--- src/rtl/mips_pkg.sv ---
// Shared MIPS decode constants: opcodes, functs, next-PC selects,
// immediate-extension kinds and the default reserved-instruction code.
package mips_pkg;

    localparam logic [5:0] OP_SPECIAL = 6'h00;
    localparam logic [5:0] OP_REGIMM  = 6'h01;
    localparam logic [5:0] OP_J       = 6'h02;
    localparam logic [5:0] OP_JAL     = 6'h03;
    localparam logic [5:0] OP_BEQ     = 6'h04;
    localparam logic [5:0] OP_BNE     = 6'h05;
    localparam logic [5:0] OP_BLEZ    = 6'h06;
    localparam logic [5:0] OP_BGTZ    = 6'h07;
    localparam logic [5:0] OP_ADDI    = 6'h08;
    localparam logic [5:0] OP_ADDIU   = 6'h09;
    localparam logic [5:0] OP_SLTI    = 6'h0A;
    localparam logic [5:0] OP_SLTIU   = 6'h0B;
    localparam logic [5:0] OP_ANDI    = 6'h0C;
    localparam logic [5:0] OP_ORI     = 6'h0D;
    localparam logic [5:0] OP_XORI    = 6'h0E;
    localparam logic [5:0] OP_LUI     = 6'h0F;
    localparam logic [5:0] OP_LB      = 6'h20;
    localparam logic [5:0] OP_LH      = 6'h21;
    localparam logic [5:0] OP_LW      = 6'h23;
    localparam logic [5:0] OP_LBU     = 6'h24;
    localparam logic [5:0] OP_LHU     = 6'h25;
    localparam logic [5:0] OP_SB      = 6'h28;
    localparam logic [5:0] OP_SH      = 6'h29;
    localparam logic [5:0] OP_SW      = 6'h2B;

    localparam logic [5:0] F_SLL  = 6'h00;
    localparam logic [5:0] F_SRL  = 6'h02;
    localparam logic [5:0] F_SRA  = 6'h03;
    localparam logic [5:0] F_SLLV = 6'h04;
    localparam logic [5:0] F_SRLV = 6'h06;
    localparam logic [5:0] F_SRAV = 6'h07;
    localparam logic [5:0] F_JR   = 6'h08;
    localparam logic [5:0] F_JALR = 6'h09;
    localparam logic [5:0] F_ADD  = 6'h20;
    localparam logic [5:0] F_NOR  = 6'h27;
    localparam logic [5:0] F_SLT  = 6'h2A;
    localparam logic [5:0] F_SLTU = 6'h2B;

    localparam logic [4:0] RT_BLTZ = 5'd0;
    localparam logic [4:0] RT_BGEZ = 5'd1;

    localparam logic [1:0] NPC_SEQ = 2'b00;
    localparam logic [1:0] NPC_BR  = 2'b01;
    localparam logic [1:0] NPC_J   = 2'b10;
    localparam logic [1:0] NPC_JR  = 2'b11;

    typedef enum logic [1:0] {
        EXT_SIGN,
        EXT_ZERO,
        EXT_LUI
    } extOp_e;

    localparam int EXC_RI_DEF = 10;

endpackage

--- src/rtl/id_decode.sv ---
// Control decode for ID: next-PC select, immediate kind, jump flag
// and reserved-instruction detection from opcode/funct/rt fields.
import mips_pkg::*;

module id_decode (
    input  logic [5:0] op,
    input  logic [4:0] rt,
    input  logic [5:0] funct,
    input  logic       rsEqRt,
    input  logic       rsLtz,
    input  logic       rsEqz,
    output logic [1:0] npcOp,
    output extOp_e     extOp,
    output logic       isJump,
    output logic       undef
);

    logic isSpecial, isRegimm, isJmp, isBr;
    logic isLogicI, isLui, isPlainI;
    logic functOk, isJr, brTaken;

    assign isSpecial = op == OP_SPECIAL;
    assign isRegimm  = op == OP_REGIMM;
    assign isJmp     = op inside {OP_J, OP_JAL};
    assign isBr      = op inside {OP_BEQ, OP_BNE, OP_BLEZ, OP_BGTZ};
    assign isLogicI  = op inside {OP_ANDI, OP_ORI, OP_XORI};
    assign isLui     = op == OP_LUI;
    assign isPlainI  = op inside {OP_ADDI, OP_ADDIU, OP_SLTI, OP_SLTIU,
                                  OP_LB, OP_LH, OP_LW, OP_LBU, OP_LHU,
                                  OP_SB, OP_SH, OP_SW};

    assign isJr    = funct inside {F_JR, F_JALR};
    assign functOk = funct inside {F_SLL, F_SRL, F_SRA, F_SLLV, F_SRLV,
                                   F_SRAV, F_JR, F_JALR, F_SLT, F_SLTU,
                                   [F_ADD:F_NOR]};

    always_comb begin
        brTaken = 1'b0;
        case (op)
            OP_BEQ:    brTaken = rsEqRt;
            OP_BNE:    brTaken = !rsEqRt;
            OP_BLEZ:   brTaken = rsLtz || rsEqz;
            OP_BGTZ:   brTaken = !(rsLtz || rsEqz);
            OP_REGIMM: brTaken = (rt == RT_BGEZ) ? !rsLtz : rsLtz;
            default:   brTaken = 1'b0;
        endcase
    end

    always_comb begin
        npcOp  = NPC_SEQ;
        extOp  = EXT_SIGN;
        isJump = 1'b0;
        undef  = 1'b0;
        unique case (1'b1)
            isSpecial: begin
                undef = !functOk;
                if (isJr) begin
                    npcOp  = NPC_JR;
                    isJump = 1'b1;
                end
            end
            isRegimm: begin
                if (rt inside {RT_BLTZ, RT_BGEZ}) begin
                    isJump = 1'b1;
                    npcOp  = brTaken ? NPC_BR : NPC_SEQ;
                end else begin
                    undef = 1'b1;
                end
            end
            isJmp: begin
                npcOp  = NPC_J;
                isJump = 1'b1;
            end
            isBr: begin
                isJump = 1'b1;
                npcOp  = brTaken ? NPC_BR : NPC_SEQ;
            end
            isLogicI: extOp = EXT_ZERO;
            isLui:    extOp = EXT_LUI;
            isPlainI: extOp = EXT_SIGN;
            default:  undef = 1'b1;
        endcase
    end

endmodule

--- src/rtl/id_stage_pipe.sv ---
// MIPS decode stage: bypassed register file, branch/jump resolution,
// exception merge, delay-slot tracking and the ID/EX pipeline register.
import mips_pkg::*;

module id_stage_pipe #(
    parameter  int XLEN   = 32,
    parameter  int NREG   = 32,
    parameter  int EXC_W  = 5,
    parameter  int EXC_RI = EXC_RI_DEF,
    localparam int AW     = $clog2(NREG)
) (
    input  logic             clk,
    input  logic             reset,
    input  logic             valid_i,
    input  logic [31:0]      instr_i,
    input  logic [XLEN-1:0]  pc_i,
    input  logic [EXC_W-1:0] exc_i,
    input  logic [XLEN-1:0]  fwd_rd1_i,
    input  logic [XLEN-1:0]  fwd_rd2_i,
    input  logic             rf_we,
    input  logic [AW-1:0]    rf_a3,
    input  logic [XLEN-1:0]  rf_wd,
    input  logic             stall,
    input  logic             flush,
    output logic [XLEN-1:0]  rd1_o,
    output logic [XLEN-1:0]  rd2_o,
    output logic [1:0]       npc_op_o,
    output logic [XLEN-1:0]  npc_o,
    output logic             is_jump_o,
    output logic             ex_valid_o,
    output logic [31:0]      ex_instr_o,
    output logic [XLEN-1:0]  ex_pc_o,
    output logic [XLEN-1:0]  ex_rd1_o,
    output logic [XLEN-1:0]  ex_rd2_o,
    output logic [XLEN-1:0]  ex_imm_o,
    output logic [EXC_W-1:0] ex_exc_o,
    output logic             ex_bd_o
);

    logic [XLEN-1:0]  rf [NREG];
    logic [AW-1:0]    rsA, rtA;
    logic [31:0]      dInstr;
    logic [15:0]      imm16;
    logic [XLEN-1:0]  pc4, brTgt, jTgt, immExt;
    logic [EXC_W-1:0] excM;
    logic [1:0]       npcOp;
    extOp_e           extOp;
    logic             isJump, undef, wrHit, bdQ;

    assign rsA   = AW'(instr_i[25:21]);
    assign rtA   = AW'(instr_i[20:16]);
    assign wrHit = rf_we && (rf_a3 != '0);
    assign rd1_o = (wrHit && rf_a3 == rsA) ? rf_wd : rf[rsA];
    assign rd2_o = (wrHit && rf_a3 == rtA) ? rf_wd : rf[rtA];

    always_ff @(posedge clk) begin
        if (reset) begin
            for (int i = 0; i < NREG; i++) rf[i] <= '0;
        end else if (wrHit) begin
            rf[rf_a3] <= rf_wd;
        end
    end

    // A bubble or an instruction already faulted in IF decodes as a nop.
    assign dInstr = (valid_i && exc_i == '0) ? instr_i : '0;
    assign imm16  = dInstr[15:0];

    id_decode uDecode (
        .op     (dInstr[31:26]),
        .rt     (dInstr[20:16]),
        .funct  (dInstr[5:0]),
        .rsEqRt (fwd_rd1_i == fwd_rd2_i),
        .rsLtz  (fwd_rd1_i[XLEN-1]),
        .rsEqz  (fwd_rd1_i == '0),
        .npcOp  (npcOp),
        .extOp  (extOp),
        .isJump (isJump),
        .undef  (undef)
    );

    assign pc4   = pc_i + XLEN'(4);
    assign brTgt = pc4 + {{(XLEN-18){imm16[15]}}, imm16, 2'b00};
    assign jTgt  = {pc4[XLEN-1:28], dInstr[25:0], 2'b00};

    always_comb begin
        case (npcOp)
            NPC_BR:  npc_o = brTgt;
            NPC_J:   npc_o = jTgt;
            NPC_JR:  npc_o = fwd_rd1_i;
            default: npc_o = pc4;
        endcase
    end

    assign npc_op_o  = stall ? NPC_SEQ : npcOp;
    assign is_jump_o = isJump;

    always_comb begin
        case (extOp)
            EXT_ZERO: immExt = XLEN'(imm16);
            EXT_LUI:  immExt = XLEN'({imm16, 16'h0000});
            default:  immExt = {{(XLEN-16){imm16[15]}}, imm16};
        endcase
    end

    assign excM = (exc_i != '0) ? exc_i :
                  (undef ? EXC_W'(EXC_RI) : '0);

    always_ff @(posedge clk) begin
        if (reset || flush) begin
            ex_valid_o <= 1'b0;
            ex_instr_o <= '0;
            ex_pc_o    <= '0;
            ex_rd1_o   <= '0;
            ex_rd2_o   <= '0;
            ex_imm_o   <= '0;
            ex_exc_o   <= '0;
            ex_bd_o    <= 1'b0;
            bdQ        <= 1'b0;
        end else if (stall) begin
            // Bubble keeps PC and BD so an interrupt here still gets a correct EPC.
            ex_valid_o <= 1'b0;
            ex_instr_o <= '0;
            ex_pc_o    <= pc_i;
            ex_rd1_o   <= '0;
            ex_rd2_o   <= '0;
            ex_imm_o   <= '0;
            ex_exc_o   <= '0;
            ex_bd_o    <= bdQ;
        end else begin
            ex_valid_o <= valid_i;
            ex_instr_o <= (excM != '0) ? '0 : dInstr;
            ex_pc_o    <= pc_i;
            ex_rd1_o   <= fwd_rd1_i;
            ex_rd2_o   <= fwd_rd2_i;
            ex_imm_o   <= immExt;
            ex_exc_o   <= excM;
            ex_bd_o    <= bdQ;
            if (valid_i) bdQ <= isJump;
        end
    end

endmodule

--- config.mk ---
export PLATFORM = sky130hd
export DESIGN_NAME = id_stage_pipe
export DESIGN_NICKNAME = d
export VERILOG_FILES = /design/src/rtl/mips_pkg.sv /design/src/rtl/id_decode.sv /design/src/rtl/id_stage_pipe.sv
export SDC_FILE = /design/constraint.sdc
export NUM_CORES = 2
export LEC_CHECK = 0
export CAP_MARGIN = 20
export CORE_ASPECT_RATIO = 0.9
export CORE_MARGIN = 4
export CORE_UTILIZATION = 60
export DETAILED_ROUTE_END_ITERATION = 8
export HOLD_SLACK_MARGIN = 0.06
export PLACE_DENSITY = 0.86
export SLEW_MARGIN = 20
export SYNTH_ARGS = -nofsm -noshare
export SYNTH_HDL_FRONTEND = slang
export SYNTH_SLANG_ARGS = --single-unit
--- constraint.sdc ---
create_clock -name clk -period 9.1 [get_ports clk]
set_input_delay 0.91 -clock clk [delete_from_list [all_inputs] [get_ports clk]]
set_output_delay 0.91 -clock clk [all_outputs]
set_load 0.01 [all_outputs]
==> results.md <==
- CP Launch Type: input port
- Hold Crit Class: flip-flop to flip-flop
- FP Rows: 112
- Total CTS buffers: 119
- Worst slew margin: 0.105
- Clk_skew: between 0.006 and 0.007 ns
- Fmax: ~0.13 GHz
- Final hold violations: 0
- Setup bufs post-CTS: 0
- CP arrival: 6.56 ns
- H-tree Lvls: 3
- Layout cells sized above 1: 0.222
- Clock tree sinks: about 1200
- YS warnings: 0
- Post-synthesis sequential area ratio: 0.544
- Initial antenna violation count: 24
- Largest net degree at the start of global routing: 126
- Worst-Skew Late Latency: 0.73 ns
- Die Wd: 349 microns
- Worst-path clk slew: 0.07 ns
- Final #Nets: between 4000 and 5000
- Worst setup EP type: primary output
- Drt pass-1 iters: 7
- Die area: ~0.11 sq mm
- Gr ovfl total: 0
- Vias per inst: 7.21
- Final cell count without fillers: 6030
- Final setup viols: 0
- I/O Buffers: approximately 440
- Top_reg_cell synth: edfxtp_1
- Worst setup margin: 1.63 ns
- GPL Wtd Cong: 0.953
- Initial DRC Count: 7981
- Area leader, netlist: edfxtp_1
- Die H: around 310 microns
- Yosys reg bits: between 1000 and 1500
- CTS resizes: 0
- Vias in the first global route: between 40000 and 50000
- Hold buffers post-CTS: 0
- Maximum fanout along the worst path: 26
- Slew @ Worst Pin: 1.33 ns
- Post-synth top area share: 0.490
- Period utilization: 0.821
- Outcome: completed
- Core Area: a little over 0.1 sq mm
- Post-synthesis cell type count: 75
- Cell with the most instances after synthesis: and2_1
- First-pass GRT wire length: 309000 microns
- Final wirelength: 219000 microns
- Async S/R FF share, synth: 0
- Max-cap violations: 0
- Vias: roughly 43000
- Setup_tns: 0 ns
- Pre-CTS setup slack: 1.96 ns
- Hpwl dp: 128000 microns
- Commonest cells in the synthesized netlist: and2_1, edfxtp_1, mux4_2
- Worst Setup Path Type: input port to primary output
- Post-route DRC violation count: 0
- RSZ-0062 raised after global routing: false
- Max Slew Vio Count: 0
- Avg Cell Area, Syn: roughly 15 sq um
- DP Cell Count: 5788
- Maximum VDD drop: ~0.16 mV
- Top cells by area, synth: edfxtp_1, mux4_2, and2_1, dfxtp_1, clkbuf_1
- Cell area power density: 180 mW/mm^2
- CTS tree: built
- Root Driver: clkbuf_16
- GR Util All Layers: 0.398
- Num ports: ~440
- Area grow syn2layout: 15.5%
- WL per Instance: 36.3 microns
- Number of synthesized flops with an enable pin: 1024
- CP required: 8.19 ns
- Final min period: 7.47 ns
- Clock buffer depth: 3
- Static Leak: 25.1 nW
- Synth Cell Area: between 0.06 and 0.07 sq mm
- Initial Utilization: 0.605
- Util after Layout: 0.698
- Final antenna-violating net count: 0
- Synth Instances: approximately 4200
-- worst max-delay path, stage by stage --
cell	delay, ns
clkdlybuf4s50_1	0.42
nor4_1	0.43
and3b_1	0.23
buf_4	0.33
nand2_1	0.38
inv_1	0.66
ha_1	0.39
and2_1	0.27
a21o_1	0.20
a41oi_1	0.28
o21ai_1	0.18
o41ai_1	0.58
a21oi_1	0.18
xor2_1	0.18
mux2i_1	0.08
o21ai_0	0.23
clkdlybuf4s50_1	0.58
-- logic make-up after synthesis --
logic type               Yosys count  synth area share
other                              1         0.0000598
AO/OA/AOI/OAI                    248            0.0245
multiplexers                     712             0.241
buffers and inverters            437            0.0282
XOR/XNOR                          93            0.0130
flip-flops                      1192             0.544
adder cells (fa/ha/maj)           33           0.00670
AND/OR/NAND/NOR                 1523             0.142
-- area by class of cell --
class / count / area, sq um
Antenna cell: 20 / 50.0
Multi-Input combinational cell: 2642 / 27200
Tap cell: 1368 / 1710
Fill cell: 6411 / 31300
Sequential cell: 1192 / 34100
Clock buffer: 145 / 3120
Inverter: 32 / 120
Timing Repair Buffer: 557 / 5390
Clock inverter: 74 / 701
-- report_power, final --
part	leakage, nW	internal (W)	total [W]	switching, W
Clock	1.85	0.00272	0.00491	0.00218
Combinational	12.2	0.000826	0.00177	0.000947
Sequential	11.1	0.00620	0.00635	0.000151
Total	25.1	0.00975	0.0130	0.00328
-- placed cells by master (no fill, tap or decap), types with 78 or more instances in the layout --
cell type / count
and2_1: 1107
clkdlybuf4s50_1: 430
dfxtp_1: 168
clkbuf_16: 121
mux4_2: 640
nand2_1: 144
edfxtp_1: 1024
nor2_1: 78
buf_4: 113
o21ai_0: 85
-- final timing paths --
kind	start	end	slack (ns)	cells after the start
setup / recovery	exc_i[2]	npc_o[30]	1.63	17
hold / removal	bdQ	ex_bd_o	0.49	1
setup reg to reg	bdQ	bdQ	8.47	2
hold reg to reg	bdQ	ex_bd_o	0.49	1
-- flip-flops by register name (all words and copies together), names as in the netlist, 5 cells and up --
register and flops:
ex_rd1_o 32, rf 1024, ex_imm_o 32, ex_pc_o 32, ex_rd2_o 32, ex_exc_o 5
ex_instr_o 32
-- per-layer routing --
layer,track usage,share of wire,up-vias
li1,-,-,16613
met1,0.520,0.32,21316
met2,0.576,0.44,4594
met3,0.174,0.18,929
met4,0.194,0.059,6
met5,0.00222,0.00024,-
-- metrics by stage --
stage / area [sq um] / hold WS, ns / power (W)
after global placement: 68500 / 0.467 / 0.00808
after floorplan: 62800 / 0.430 / 0.00738
after detailed placement: 68500 / 0.466 / 0.00815
after CTS: 72300 / 0.486 / 0.0129
after global routing: 72400 / 0.496 / 0.0133
final: 72400 / 0.489 / 0.0130
No activity file was read; power rests on OpenSTA's default activity.
